$ cat config.mk
export PLATFORM = sky130hd
export DESIGN_NAME = instr_fetch
export DESIGN_NICKNAME = d
export VERILOG_FILES = /design/src/rtl/cpu_pkg.sv /design/src/rtl/pc_next.sv /design/src/rtl/instr_fetch.sv
export SDC_FILE = /design/constraint.sdc
export NUM_CORES = 1
export LEC_CHECK = 0
export ABC_AREA = 1
export BUFFER_PORTS_ARGS = -buffer_cell sky130_fd_sc_hd__buf_2
export CORE_MARGIN = 5
export CORE_UTILIZATION = 45
export CTS_CLUSTER_DIAMETER = 100
export CTS_CLUSTER_SIZE = 14
export DETAILED_ROUTE_END_ITERATION = 10
export PLACE_DENSITY_LB_ADDON = 0.3
export SKIP_LAST_GASP = 1
export SYNTH_ARGS = -nofsm -noshare
export SYNTH_HDL_FRONTEND = slang
export SYNTH_SLANG_ARGS = --single-unit
export TNS_END_PERCENT = 20
$ cat constraint.sdc
create_clock -name clk -period 4.04 [get_ports clk]
set_input_delay 0.404 -clock clk [delete_from_list [all_inputs] [get_ports clk]]
set_output_delay 0.404 -clock clk [all_outputs]
set_load 0.05 [all_outputs]
$ cat src/rtl/cpu_pkg.sv
// Shared CPU encodings: PC-select codes and fetch FSM states.
// Used by the instruction-fetch block and the controller.
package cpu_pkg;

  typedef enum logic [1:0] {
    PC_SEQ  = 2'b00,
    PC_BR   = 2'b01,
    PC_JMP  = 2'b10,
    PC_HALT = 2'b11
  } pc_sel_e;

  typedef enum logic [1:0] {
    S_FETCH = 2'b00,
    S_EXEC  = 2'b01,
    S_HALT  = 2'b10
  } fetch_state_e;

  localparam int BR_OFF_W = 11;

endpackage

$ cat src/rtl/pc_next.sv
// Combinational next-PC selection: sequential, relative branch, absolute jump or hold.
// All arithmetic wraps modulo 2^PC_W.
module pc_next
  import cpu_pkg::*;
#(
  parameter int PC_W = 16
) (
  input  logic [PC_W-1:0]     pc,
  input  logic [BR_OFF_W-1:0] offset,
  input  logic [PC_W-1:0]     jmp_target,
  input  pc_sel_e             sel,
  output logic [PC_W-1:0]     next_pc
);

  logic [PC_W-1:0] pc_inc;
  logic [PC_W-1:0] off_ext;

  assign pc_inc  = pc + PC_W'(1);
  assign off_ext = {{(PC_W-BR_OFF_W){offset[BR_OFF_W-1]}}, offset};

  always_comb begin
    next_pc = pc;
    unique case (sel)
      PC_SEQ:  next_pc = pc_inc;
      PC_BR:   next_pc = pc_inc + off_ext;
      PC_JMP:  next_pc = jmp_target;
      PC_HALT: next_pc = pc;
      default: next_pc = pc;
    endcase
  end

endmodule

$ cat src/rtl/instr_fetch.sv
// Instruction fetch: FETCH/EXEC/HALT FSM owning PC, IR and the retired-instruction counter.
// One instruction is fetched, then held in EXEC until the datapath releases it.
module instr_fetch
  import cpu_pkg::*;
#(
  parameter int              PC_W     = 16,
  parameter logic [PC_W-1:0] RESET_PC = '0
) (
  input  logic            clk,
  input  logic            rst,
  output logic            imem_req,
  output logic [PC_W-1:0] imem_addr,
  input  logic            imem_ready,
  input  logic [15:0]     imem_rdata,
  output logic [15:0]     IR,
  output logic            ir_valid,
  input  logic [1:0]      choosePCUpdate,
  input  logic [PC_W-1:0] jmp_target,
  input  logic            ex_stall,
  output logic [PC_W-1:0] pc,
  output logic [PC_W-1:0] pc_plus1,
  output logic            halted,
  output logic [15:0]     retired
);

  fetch_state_e    state, state_nxt;
  logic            pc_en, ir_en, ret_en;
  logic [PC_W-1:0] nxt_pc;
  pc_sel_e         sel;

  assign sel       = pc_sel_e'(choosePCUpdate);
  assign imem_addr = pc;
  assign pc_plus1  = pc + PC_W'(1);

  pc_next #(.PC_W(PC_W)) u_pc_next (
    .pc        (pc),
    .offset    (IR[BR_OFF_W-1:0]),
    .jmp_target(jmp_target),
    .sel       (sel),
    .next_pc   (nxt_pc)
  );

  always_ff @(posedge clk) begin
    if (rst) state <= S_FETCH;
    else     state <= state_nxt;
  end

  always_comb begin
    state_nxt = state;
    imem_req  = 1'b0;
    ir_valid  = 1'b0;
    halted    = 1'b0;
    pc_en     = 1'b0;
    ir_en     = 1'b0;
    ret_en    = 1'b0;
    unique case (state)
      S_FETCH: begin
        imem_req = 1'b1;
        if (imem_ready) begin
          ir_en     = 1'b1;
          state_nxt = S_EXEC;
        end
      end
      S_EXEC: begin
        ir_valid = 1'b1;
        // A stalled EXEC ignores the select entirely; it is sampled on release.
        if (!ex_stall) begin
          pc_en     = 1'b1;
          ret_en    = 1'b1;
          state_nxt = (sel == PC_HALT) ? S_HALT : S_FETCH;
        end
      end
      S_HALT:  halted = 1'b1;
      default: state_nxt = S_FETCH;
    endcase
  end

  always_ff @(posedge clk) begin
    if (rst) begin
      pc      <= RESET_PC;
      IR      <= '0;
      retired <= '0;
    end else begin
      if (pc_en) pc <= nxt_pc;
      if (ir_en) IR <= imem_rdata;
      if (ret_en && retired != 16'hFFFF) retired <= retired + 16'd1;
    end
  end

endmodule

==> summary.txt, run 1 <==
Clock network
  • Sink Count: 50
  • Cts repair resizes: 0
  • Clock Path Buffers: 2
  • H-tree levels: 2
  • Worst-path clk slew: 0.09 ns
  • CTS tree: built
  • Number of buffers created by CTS: 5
  • Post-CTS repair timing setup buffer count: 0
  • Root buffer cell: clkbuf_8
  • Clk_lat worst skew: 0.30 ns
  • Hold_buf cts: 0

Place
  • IO buf count: 120
  • Post-detail-place hpwl: 8850 µm
  • DP Area: 4300 µm²
  • Routability cong.: 0.892

Worst hold path
  • Hold crit path type: input pin to register

Synthesis
  • EDFF count, synth: 0
  • Register area share after synthesis: 26.6%
  • Avg Inst Size Synth: 6.36 µm²
  • Synth cell count leaders: nand2_1 (141), nor2_1 (77), inv_1 (65)
  • Yosys top cell by area: dfxtp_1
  • Yosys reg bits: 50
  • Main synth FF type: dfxtp_1
  • Mapped cell area: 3760 µm²
  • Yosys cell types: 43
  • Ys async rst share: 0%
  • Cells after Synth: 591
  • Synth area leaders: dfxtp_1 (27%), nand2_1 (14%), nor2_1 (7.7%), ha_1 (7.7%), inv_1 (6.5%)
  • Synth top area share: 26.6%
  • Syn Nets: 653
  • Most frequent cell after synthesis: nand2_1
  • Syn. warnings: 0

Floorplanning
  • # rows: 33
  • Die height: 101 µm
  • Boundary Pins: 121
  • Initial Util: 46.0%
  • Area of the die: 10300 µm²
  • Die span in x: 101 µm
  • Core region area: 8180 µm²

STA
  • RSZ-0062 raised after global routing: false
  • Fin. max-slew vios: 0
  • Setup TNS Final: 0 ns
  • Hold Violations, Final: 0
  • Endpoints failing setup: 0
  • Relative max-transition margin: 34.1%
  • Worst hold slack: 0.343 ns
  • Fmax achieved: 352 MHz
  • Tmin final: 2.84 ns
  • Setup Skew: 0.0127 ns
  • Worst Tran Pin Value: 0.987 ns
  • Final Cycle Share: 70.2%

Final layout
  • Layout cells sized above 1: 23.6%
  • # nets final: 748
  • Area Overhead vs Synth: 18.0%
  • Fillers: 851
  • Design area: 4440 µm²
  • Fin util: 54.3%
  • Register area: 1000 µm²
  • Area occupied by multi-input gates: 2270 µm²
  • Ant diodes: 0

Routing
  • Antenna Nets Post-Route: 0
  • Via count: 4071
  • Initial DRC Count: 181
  • DRT Pass-1 Iters: 5
  • Drt drc: 0
  • Routed wire length: 11200 µm
  • WL per Instance: 14.1 µm
  • Routed vias/inst: 5.14

Critical path
  • Crit path DAT: 3.07 ns
  • Largest fanout on the critical path: 6
  • Crit end category: register
  • CP required: 4.27 ns
  • Type of the worst setup path: register to register
  • CP Launch Type: register

Global routing
  • Met3 Track Usage GR: 4.06%
  • Gr ovfl total: 0
  • Initial antenna violation count: 0
  • Top Usage Layer GRT: met2
  • Vias in the first global route: 3761
  • Overall Global Routing Usage: 21.7%
  • Largest net degree at the start of global routing: 36
  • GR met1 Demand/Resource: 27.8%
  • Met2 Use GR: 36.8%
  • First-pass GRT wire length: 18000 µm

Outcome
  • Status: finished clean

Power
  • Total power: 0.00135 W
  • Peak supply drop: 0.000302 V
  • Leakage: 2.35 nW
  • PD cells: 304 nW/µm²

Job
  • Maxcap violations: 0
==> layout make-up <==
type | instances | share of cell area [%]
sequential | 50 | 22.6
timing repair buffer | 120 | 13.5
clock buffer | 6 | 1.86
multi-input combinational | 433 | 51.2
inverter | 76 | 6.54
tap | 105 | 2.96
clock inverter | 2 | 1.35
==> critical path, cell delays in order, from the launching register on <==
cell,delay (ns)
dfxtp_1,0.43
ha_1,0.20
nand2_1,0.09
inv_2,0.08
nand2_1,0.08
inv_2,0.08
nand3_1,0.08
xor2_1,0.32
ha_1,0.33
a21oi_1,0.26
nand2_1,0.11
a21oi_1,0.14
nand2_1,0.13
nand3_1,0.11
nand3_1,0.08
nand2_1,0.08
nand2_1,0.06
a21oi_2,0.10
==> path summary, 6_finish.rpt <==
path                                 to                 startpoint  slack (ns)  depth (start not counted)
max          imem_addr[15]$_SDFFE_PP0P_  imem_addr[1]$_SDFFE_PP0P_        1.20                         17
min reg2reg         IR[15]$_SDFFE_PP0P_        IR[15]$_SDFFE_PP0P_        0.49                          2
min                  IR[6]$_SDFFE_PP0P_              imem_rdata[6]        0.34                          3
max reg2reg  imem_addr[15]$_SDFFE_PP0P_  imem_addr[1]$_SDFFE_PP0P_        1.20                         17
==> report_power, final <==
part / switching [W] / total (W) / internal [W]
combinational: 0.000275 / 0.000372 / 0.0000971
clock: 0.000171 / 0.000435 / 0.000264
sequential: 0.0000284 / 0.000544 / 0.000515
==> flip-flops by register name (all words and copies together), names as in the netlist <==
name and cells:
retired 16, state 2, IR 16, imem_addr 16
==> kinds of logic (layout without fill, tap and decap cells) <==
kind of cell / Yosys count / in the layout / share of synthesized area [%]
simple gates: 276 / 276 / 31.7
buf+inv: 108 / 204 / 13.0
compound gates: 121 / 121 / 17.7
fa+ha+maj: 24 / 24 / 8.18
xor+xnor: 12 / 12 / 2.79
flops: 50 / 50 / 26.6
==> cell usage in the layout (no fill, tap or decap), types with 6 or more instances in the layout <==
cell / n
a21oi_1: 48
a31oi_1: 7
buf_2: 120
clkbuf_8: 6
dfxtp_1: 50
ha_1: 23
inv_1: 65
inv_2: 8
nand2_1: 141
nand3_1: 26
nor2_1: 77
nor2_2: 6
o21ai_0: 45
o21ai_1: 6
xor2_1: 11
==> layer usage <==
layer | vias to the layer above | share of wire, %
li1 | 2081 | -
met1 | 1833 | 43
met2 | 143 | 48
met3 | 14 | 7.3
met4 | 0 | 1.9
met5 | - | 0
==> through the flow <==
step / setup WS (ns) / cells
floorplan: 0.559 / 591
global placement: 1.27 / 784
detailed placement: 1.25 / 784
CTS: 1.21 / 792
global route: 0.884 / 792
finish: 1.20 / 792
(Power assumes the default switching activity.)
==> inputs of run 2 (changes only) <==
clock period = 2.4 ns   (was 4.04 ns; I/O delays follow)
==> summary.txt, run 2 (synthesis results as in run 1) <==
Clock network
  • Sink Count: 50 (unchanged)
  • Number of buffers created by CTS: 5 (unchanged)
  • Hold_buf cts: 0 (unchanged)
  • Worst-path clk slew: 0.10 ns (about the same)
  • Clock Path Buffers: 2 (unchanged)
  • Clk_lat worst skew: 0.32 ns (+0.02 ns)
  • CTS tree: built
  • Root buffer cell: clkbuf_8
  • H-tree levels: 2 (unchanged)

Floorplanning
  • Area of the die: 10300 µm² (unchanged)
  • Die height: 101 µm (unchanged)
  • Core region area: 8180 µm² (unchanged)
  • Die span in x: 101 µm (unchanged)
  • Initial Util: 46.0% (unchanged)
  • Boundary Pins: 121 (unchanged)
  • # rows: 33 (unchanged)

Final layout
  • Layout cells sized above 1: 38.4% (+15 points)
  • Commonest non-fill, non-tap cell in the layout: nand2_1
  • Ant diodes: 0 (unchanged)
  • # nets final: 798 (+6.7%)
  • Design area: 5240 µm² (+18%)
  • Area Overhead vs Synth: 39.2%
  • Fin util: 64.0% (+9.7 points)
  • Fin cells: 842 (+6.3%)
  • Commonest cells after routing, fill and taps aside: nand2_1 (126), buf_2 (120), nor2_1 (74)

Critical path
  • Most frequent CP cell: nand2_1
  • CP max stage cell: dfxtp_4
  • Largest fanout on the critical path: 5 (-1)
  • CP required: 2.65 ns (-1.62 ns)
  • Type of the worst setup path: register to register
  • CP peak stage delay: 0.39 ns (-0.04 ns)
  • Crit path cell chain: buf_4, nand3_2, buf_4, xor2_4, ha_1, a21oi_1, nand2_1, nand2_1, nand2_1, and2_1, o21ai_0, nand3_1, nand2_1, nand2_1, a21oi_1
  • R2R depth: 15 (-2)
  • CP Launch Type: register
  • Crit end category: register
  • Crit path DAT: 2.74 ns (-0.33 ns)

STA
  • Final WS setup: -0.0915 ns (-1.29 ns)
  • RSZ-0062 raised after global routing: true
  • Endpoints failing setup: 8 (+8)
  • Worst Tran Pin Value: 0.618 ns (-0.369 ns)
  • Hold Violations, Final: 0 (unchanged)
  • Setup Skew: 0.00860 ns (-0.00406 ns)
  • Relative max-transition margin: 58.7% (+25 points)
  • Fin. max-slew vios: 0 (unchanged)
  • Fmax achieved: 401 MHz (+14%)
  • Tmin final: 2.49 ns (-0.346 ns)
  • Final Cycle Share: 104% (+34 points)

Power
  • PD cells: 418 nW/µm² (+37%)
  • Total power: 0.00219 W (+62%)
  • Leakage: 2.62 nW (+12%)
  • Peak supply drop: 0.000252 V (-16%)

Routing
  • WL per Instance: 14.7 µm (+4.4%)
  • Routed vias/inst: 5.27 (+2.5%)
  • Drt drc: 0 (unchanged)
  • Routed wire length: 12400 µm (+11%)
  • DRT Pass-1 Iters: 4 (-1)
  • Antenna Nets Post-Route: 0 (unchanged)
  • Via count: 4438 (+9.0%)
  • Initial DRC Count: 227 (+25%)

Global routing
  • Initial antenna violation count: 0 (unchanged)
  • Largest net degree at the start of global routing: 21 (-42%)
  • Vias in the first global route: 4180 (+11%)
  • First-pass GRT wire length: 19700 µm (+9.8%)
  • Overall Global Routing Usage: 24.0% (+2.3 points)
  • Gr ovfl total: 0 (unchanged)

Place
  • IO buf count: 120 (unchanged)
  • DP Area: 4890 µm² (+14%)
  • Post-detail-place hpwl: 9620 µm (+8.7%)
  • Routability cong.: 0.963 (+8.0%)
  • Dpl cells: 823 (+5.0%)
  • Setup slack at placement: -0.144 ns (-1.40 ns)

Job
  • Maxcap violations: 0 (unchanged)

Outcome
  • Status: finished with violations
  • Failing checks: setup timing

Worst hold path
  • Hold crit path type: input pin to register
  • Hold depth: 3 (unchanged)
[run 2: cell types whose count changed in the layout (fill, tap and decap cells not counted), sizes merged]
cell / delta
buf: +50
bufinv: -2
clkinv: +1
clkinvlp: +2
clkbuf: -1
[run 2: final timing paths]
path | start | end | slack [ns]
max | imem_addr[1]$_SDFFE_PP0P_ | imem_addr[10]$_SDFFE_PP0P_ | -0.09
min reg2reg | IR[12]$_SDFFE_PP0P_ | IR[12]$_SDFFE_PP0P_ | 0.49
max reg2reg | imem_addr[1]$_SDFFE_PP0P_ | imem_addr[10]$_SDFFE_PP0P_ | -0.09
min | imem_rdata[4] | IR[4]$_SDFFE_PP0P_ | 0.17
[run 2: per-layer routing]
metal  GRT usage [%]  part of all wire [%]
met1            29.2                    40
met2            43.0                    50
met3            3.58                   7.2
met4            8.08                   2.3
met5               0                     0
[run 2: stage by stage]
step | setup TNS [ns] | hold WS (ns)
floorplan | -0.989 | 0.385
global placement | -0.159 | 0.463
detailed placement | -0.496 | 0.475
CTS | -0.220 | 0.167
global route | -2.02 | 0.178
finish | -0.429 | 0.173
[run 2: final cells by class]
cell class / count / area (µm²)
fill: 740 / 2940
multi-input combinational: 433 / 2710
sequential: 50 / 1030
timing repair buffer: 170 / 976
inverter: 76 / 299
tap: 105 / 131
clock buffer: 5 / 68.8
clock inverter: 3 / 20.0
[run 2: repair_timing]
action / in CTS / in global routing
buffers inserted: 5 / 6
endpoints found under the setup margin: 7 / 10
pin swaps: 5 / 24
hold endpoints to repair: 0 / 0
gates resized for setup: 13 / 27
[run 2: where the power goes]
part / internal, W / switching [W]
sequential: 0.000866 / 0.0000456
clock: 0.000206 / 0.000320
combinational: 0.000241 / 0.000510
total: 0.00131 / 0.000876
[run 2: worst max-delay path: cells and delay by family (launching register included)]
| family | cells | cell delay (ns) |
|---|---|---|
| buf+inv | 2 | 0.28 |
| fa+ha+maj | 1 | 0.35 |
| simple gates | 8 | 0.85 |
| xor+xnor | 1 | 0.15 |
| compound gates | 3 | 0.42 |
| flops | 1 | 0.39 |
==> inputs of run 3 (changes only) <==
GPL_TIMING_DRIVEN = 0   (was not set)
==> summary.txt, run 3 (synthesis results as in run 1) <==
Global routing
  • Vias in the first global route: 4190 (+0.24%)
  • Largest net degree at the start of global routing: 16 (-24%)
  • Initial antenna violation count: 0 (unchanged)
  • Gr ovfl total: 0 (unchanged)
  • Overall Global Routing Usage: 23.5% (-0.51 points)
  • First-pass GRT wire length: 19500 µm (-1.3%)

Final layout
  • Area occupied by multi-input gates: 2680 µm² (-1.1%)
  • Design area: 5140 µm² (-1.8%)
  • Commonest cells after routing, fill and taps aside: nand2_1 (125), buf_2 (124), nor2_1 (75)
  • Register area: 1030 µm² (+0.24%)
  • Fillers: 746 (+0.81%)
  • Layout cells sized above 1: 36.4% (-2.0 points)
  • Area Overhead vs Synth: 36.7%
  • # nets final: 792 (-0.75%)
  • Commonest non-fill, non-tap cell in the layout: nand2_1
  • Ant diodes: 0 (unchanged)

Power
  • PD cells: 438 nW/µm² (+4.8%)
  • Peak supply drop: 0.000250 V (-1.1%)
  • Leakage: 2.55 nW (-2.7%)

STA
  • Fin. max-slew vios: 0 (unchanged)
  • Hold Violations, Final: 0 (unchanged)
  • Endpoints failing setup: 5 (-3)
  • Setup TNS Final: -0.395 ns (+0.0345 ns)
  • Final WS setup: -0.127 ns (-0.0356 ns)
  • Fmax achieved: 396 MHz (-1.4%)
  • Setup Skew: 0.00593 ns (-0.00267 ns)
  • Tmin final: 2.53 ns (+0.0356 ns)
  • Worst hold slack: 0.178 ns (+0.00558 ns)
  • Relative max-transition margin: 53.6% (-5.1 points)
  • RSZ-0062 raised after global routing: true
  • Worst Tran Pin Value: 0.694 ns (+0.0761 ns)
  • Final Cycle Share: 105% (+1.5 points)

Floorplanning
  • Boundary Pins: 121 (unchanged)
  • Die height: 101 µm (unchanged)
  • Initial Util: 46.0% (unchanged)
  • Area of the die: 10300 µm² (unchanged)
  • # rows: 33 (unchanged)
  • Die span in x: 101 µm (unchanged)
  • Core region area: 8180 µm² (unchanged)

Clock network
  • CTS tree: built
  • H-tree levels: 2 (unchanged)
  • Root buffer cell: clkbuf_8
  • Clock Path Buffers: 2 (unchanged)
  • Worst-path clk slew: 0.10 ns (about the same)
  • Hold_buf cts: 0 (unchanged)
  • Clk_lat worst skew: 0.31 ns (about the same)
  • Number of buffers created by CTS: 5 (unchanged)
  • Sink Count: 50 (unchanged)

Place
  • Setup slack at placement: -0.278 ns (-0.133 ns)
  • Routability cong.: 0.909 (-5.6%)
  • IO buf count: 119 (-0.83%)
  • DP Area: 4790 µm² (-2.0%)
  • Post-detail-place hpwl: 9420 µm (-2.1%)

Critical path
  • Crit end category: register
  • CP Launch Type: register
  • Largest fanout on the critical path: 4 (-1)
  • Type of the worst setup path: register to register
  • R2r startpoint: imem_addr[1]$_SDFFE_PP0P_
  • R2r endpoint: imem_addr[11]$_SDFFE_PP0P_
  • CP startpoint: imem_addr[1]$_SDFFE_PP0P_
  • Crit path DAT: 2.77 ns (+0.03 ns)
  • R2R depth: 20 (+5)
  • Reg2Reg Setup Slack: -0.13 ns (-0.04 ns)
  • CP required: 2.64 ns (about the same)

Worst hold path
  • Hold crit path type: input pin to register
  • Hold Crit Start: imem_rdata[5]
  • Hold depth: 3 (unchanged)
  • Worst min-delay path endpoint: IR[5]$_SDFFE_PP0P_

Outcome
  • Status: finished with violations
  • Failing checks: setup timing

Routing
  • Initial DRC Count: 196 (-14%)
  • Via count: 4339 (-2.2%)
  • DRT Pass-1 Iters: 4 (unchanged)
  • Routed wire length: 12300 µm (-0.75%)
  • Drt drc: 0 (unchanged)
  • WL per Instance: 14.7 µm (about the same)
  • Routed vias/inst: 5.19 (-1.5%)
  • Antenna Nets Post-Route: 0 (unchanged)

Job
  • Maxcap violations: 0 (unchanged)
-- run 3: changes by cell type in the layout (fill, tap and decap cells not counted), sizes merged --
cell | before | now
buf | 170 | 157
bufinv | 0 | 1
clkbuf | 5 | 12
clkinv | 3 | 4
clkinvlp | 2 | 1
inv | 74 | 73
-- run 3: cell type report --
cell class,count,share of cell area (%)
multi-input cells,433,52.1
flip-flops and latches,50,20.1
repair buffers,132,13.5
inverters,76,5.77
plain buffers,32,3.85
well taps,105,2.56
clock buffers,5,1.34
clock inverters,3,0.779
-- run 3: worst max path at each step --
stage	endpoint	slack, ns	depth (start not counted)
floorplan	imem_addr[13]$_SDFFE_PP0P_	-0.17	17
global placement	imem_addr[13]$_SDFFE_PP0P_	-0.22	17
detailed placement	imem_addr[13]$_SDFFE_PP0P_	-0.28	17
CTS	imem_addr[11]$_SDFFE_PP0P_	-0.07	20
global route	imem_addr[12]$_SDFFE_PP0P_	-0.27	20
finish	imem_addr[11]$_SDFFE_PP0P_	-0.13	20
-- run 3: timing repair --
action,CTS,global route
pin swaps,11,12
resized for setup,17,19
buffers inserted,8,5
setup endpoints to repair,9,11
-- run 3: power breakdown --
part	switching, W	internal (W)	leakage [nW]
Combinational	0.000504	0.000225	2.08
Clock	0.000298	0.000307	0.0579
Sequential	0.0000542	0.000865	0.416
Total	0.000856	0.00140	2.55
-- run 3: routing by layer --
metal  wire length, µm  vias up  share of wire, %  global-route usage (%)
met5                 0        -                 0                       0
li1                  -     2170                 -                       -
met1              5040     1985                41                    28.8
met3               897       23               7.3                    3.93
met4               233        0               1.9                    6.85
met2              6140      161                50                    42.1
-- run 3: stage by stage --
stage | util (%) | power, W | cells
floorplan | - | 0.00144 | 591
global placement | 58.6 | 0.00161 | 815
detailed placement | 58.6 | 0.00162 | 815
CTS | 61.4 | 0.00224 | 831
global route | 62.9 | 0.00236 | 836
finish | 62.9 | 0.00225 | 836
-- run 3: worst max-delay path, stage by stage (launching register included) --
cell and delay, ns:
dfxtp_4 0.38, ha_4 0.16, nand2_2 0.08, inv_2 0.06, nand2_2 0.06, inv_2 0.05, a21o_1 0.16, nand2_2 0.07
clkinvlp_4 0.16, ha_4 0.27, nand2_4 0.07, inv_1 0.05, a21oi_2 0.12, nand2_2 0.11, a21oi_2 0.17, inv_1 0.06
nand2_1 0.06, nand3_1 0.07, nand2_1 0.11, nand2_1 0.07, a21oi_2 0.12
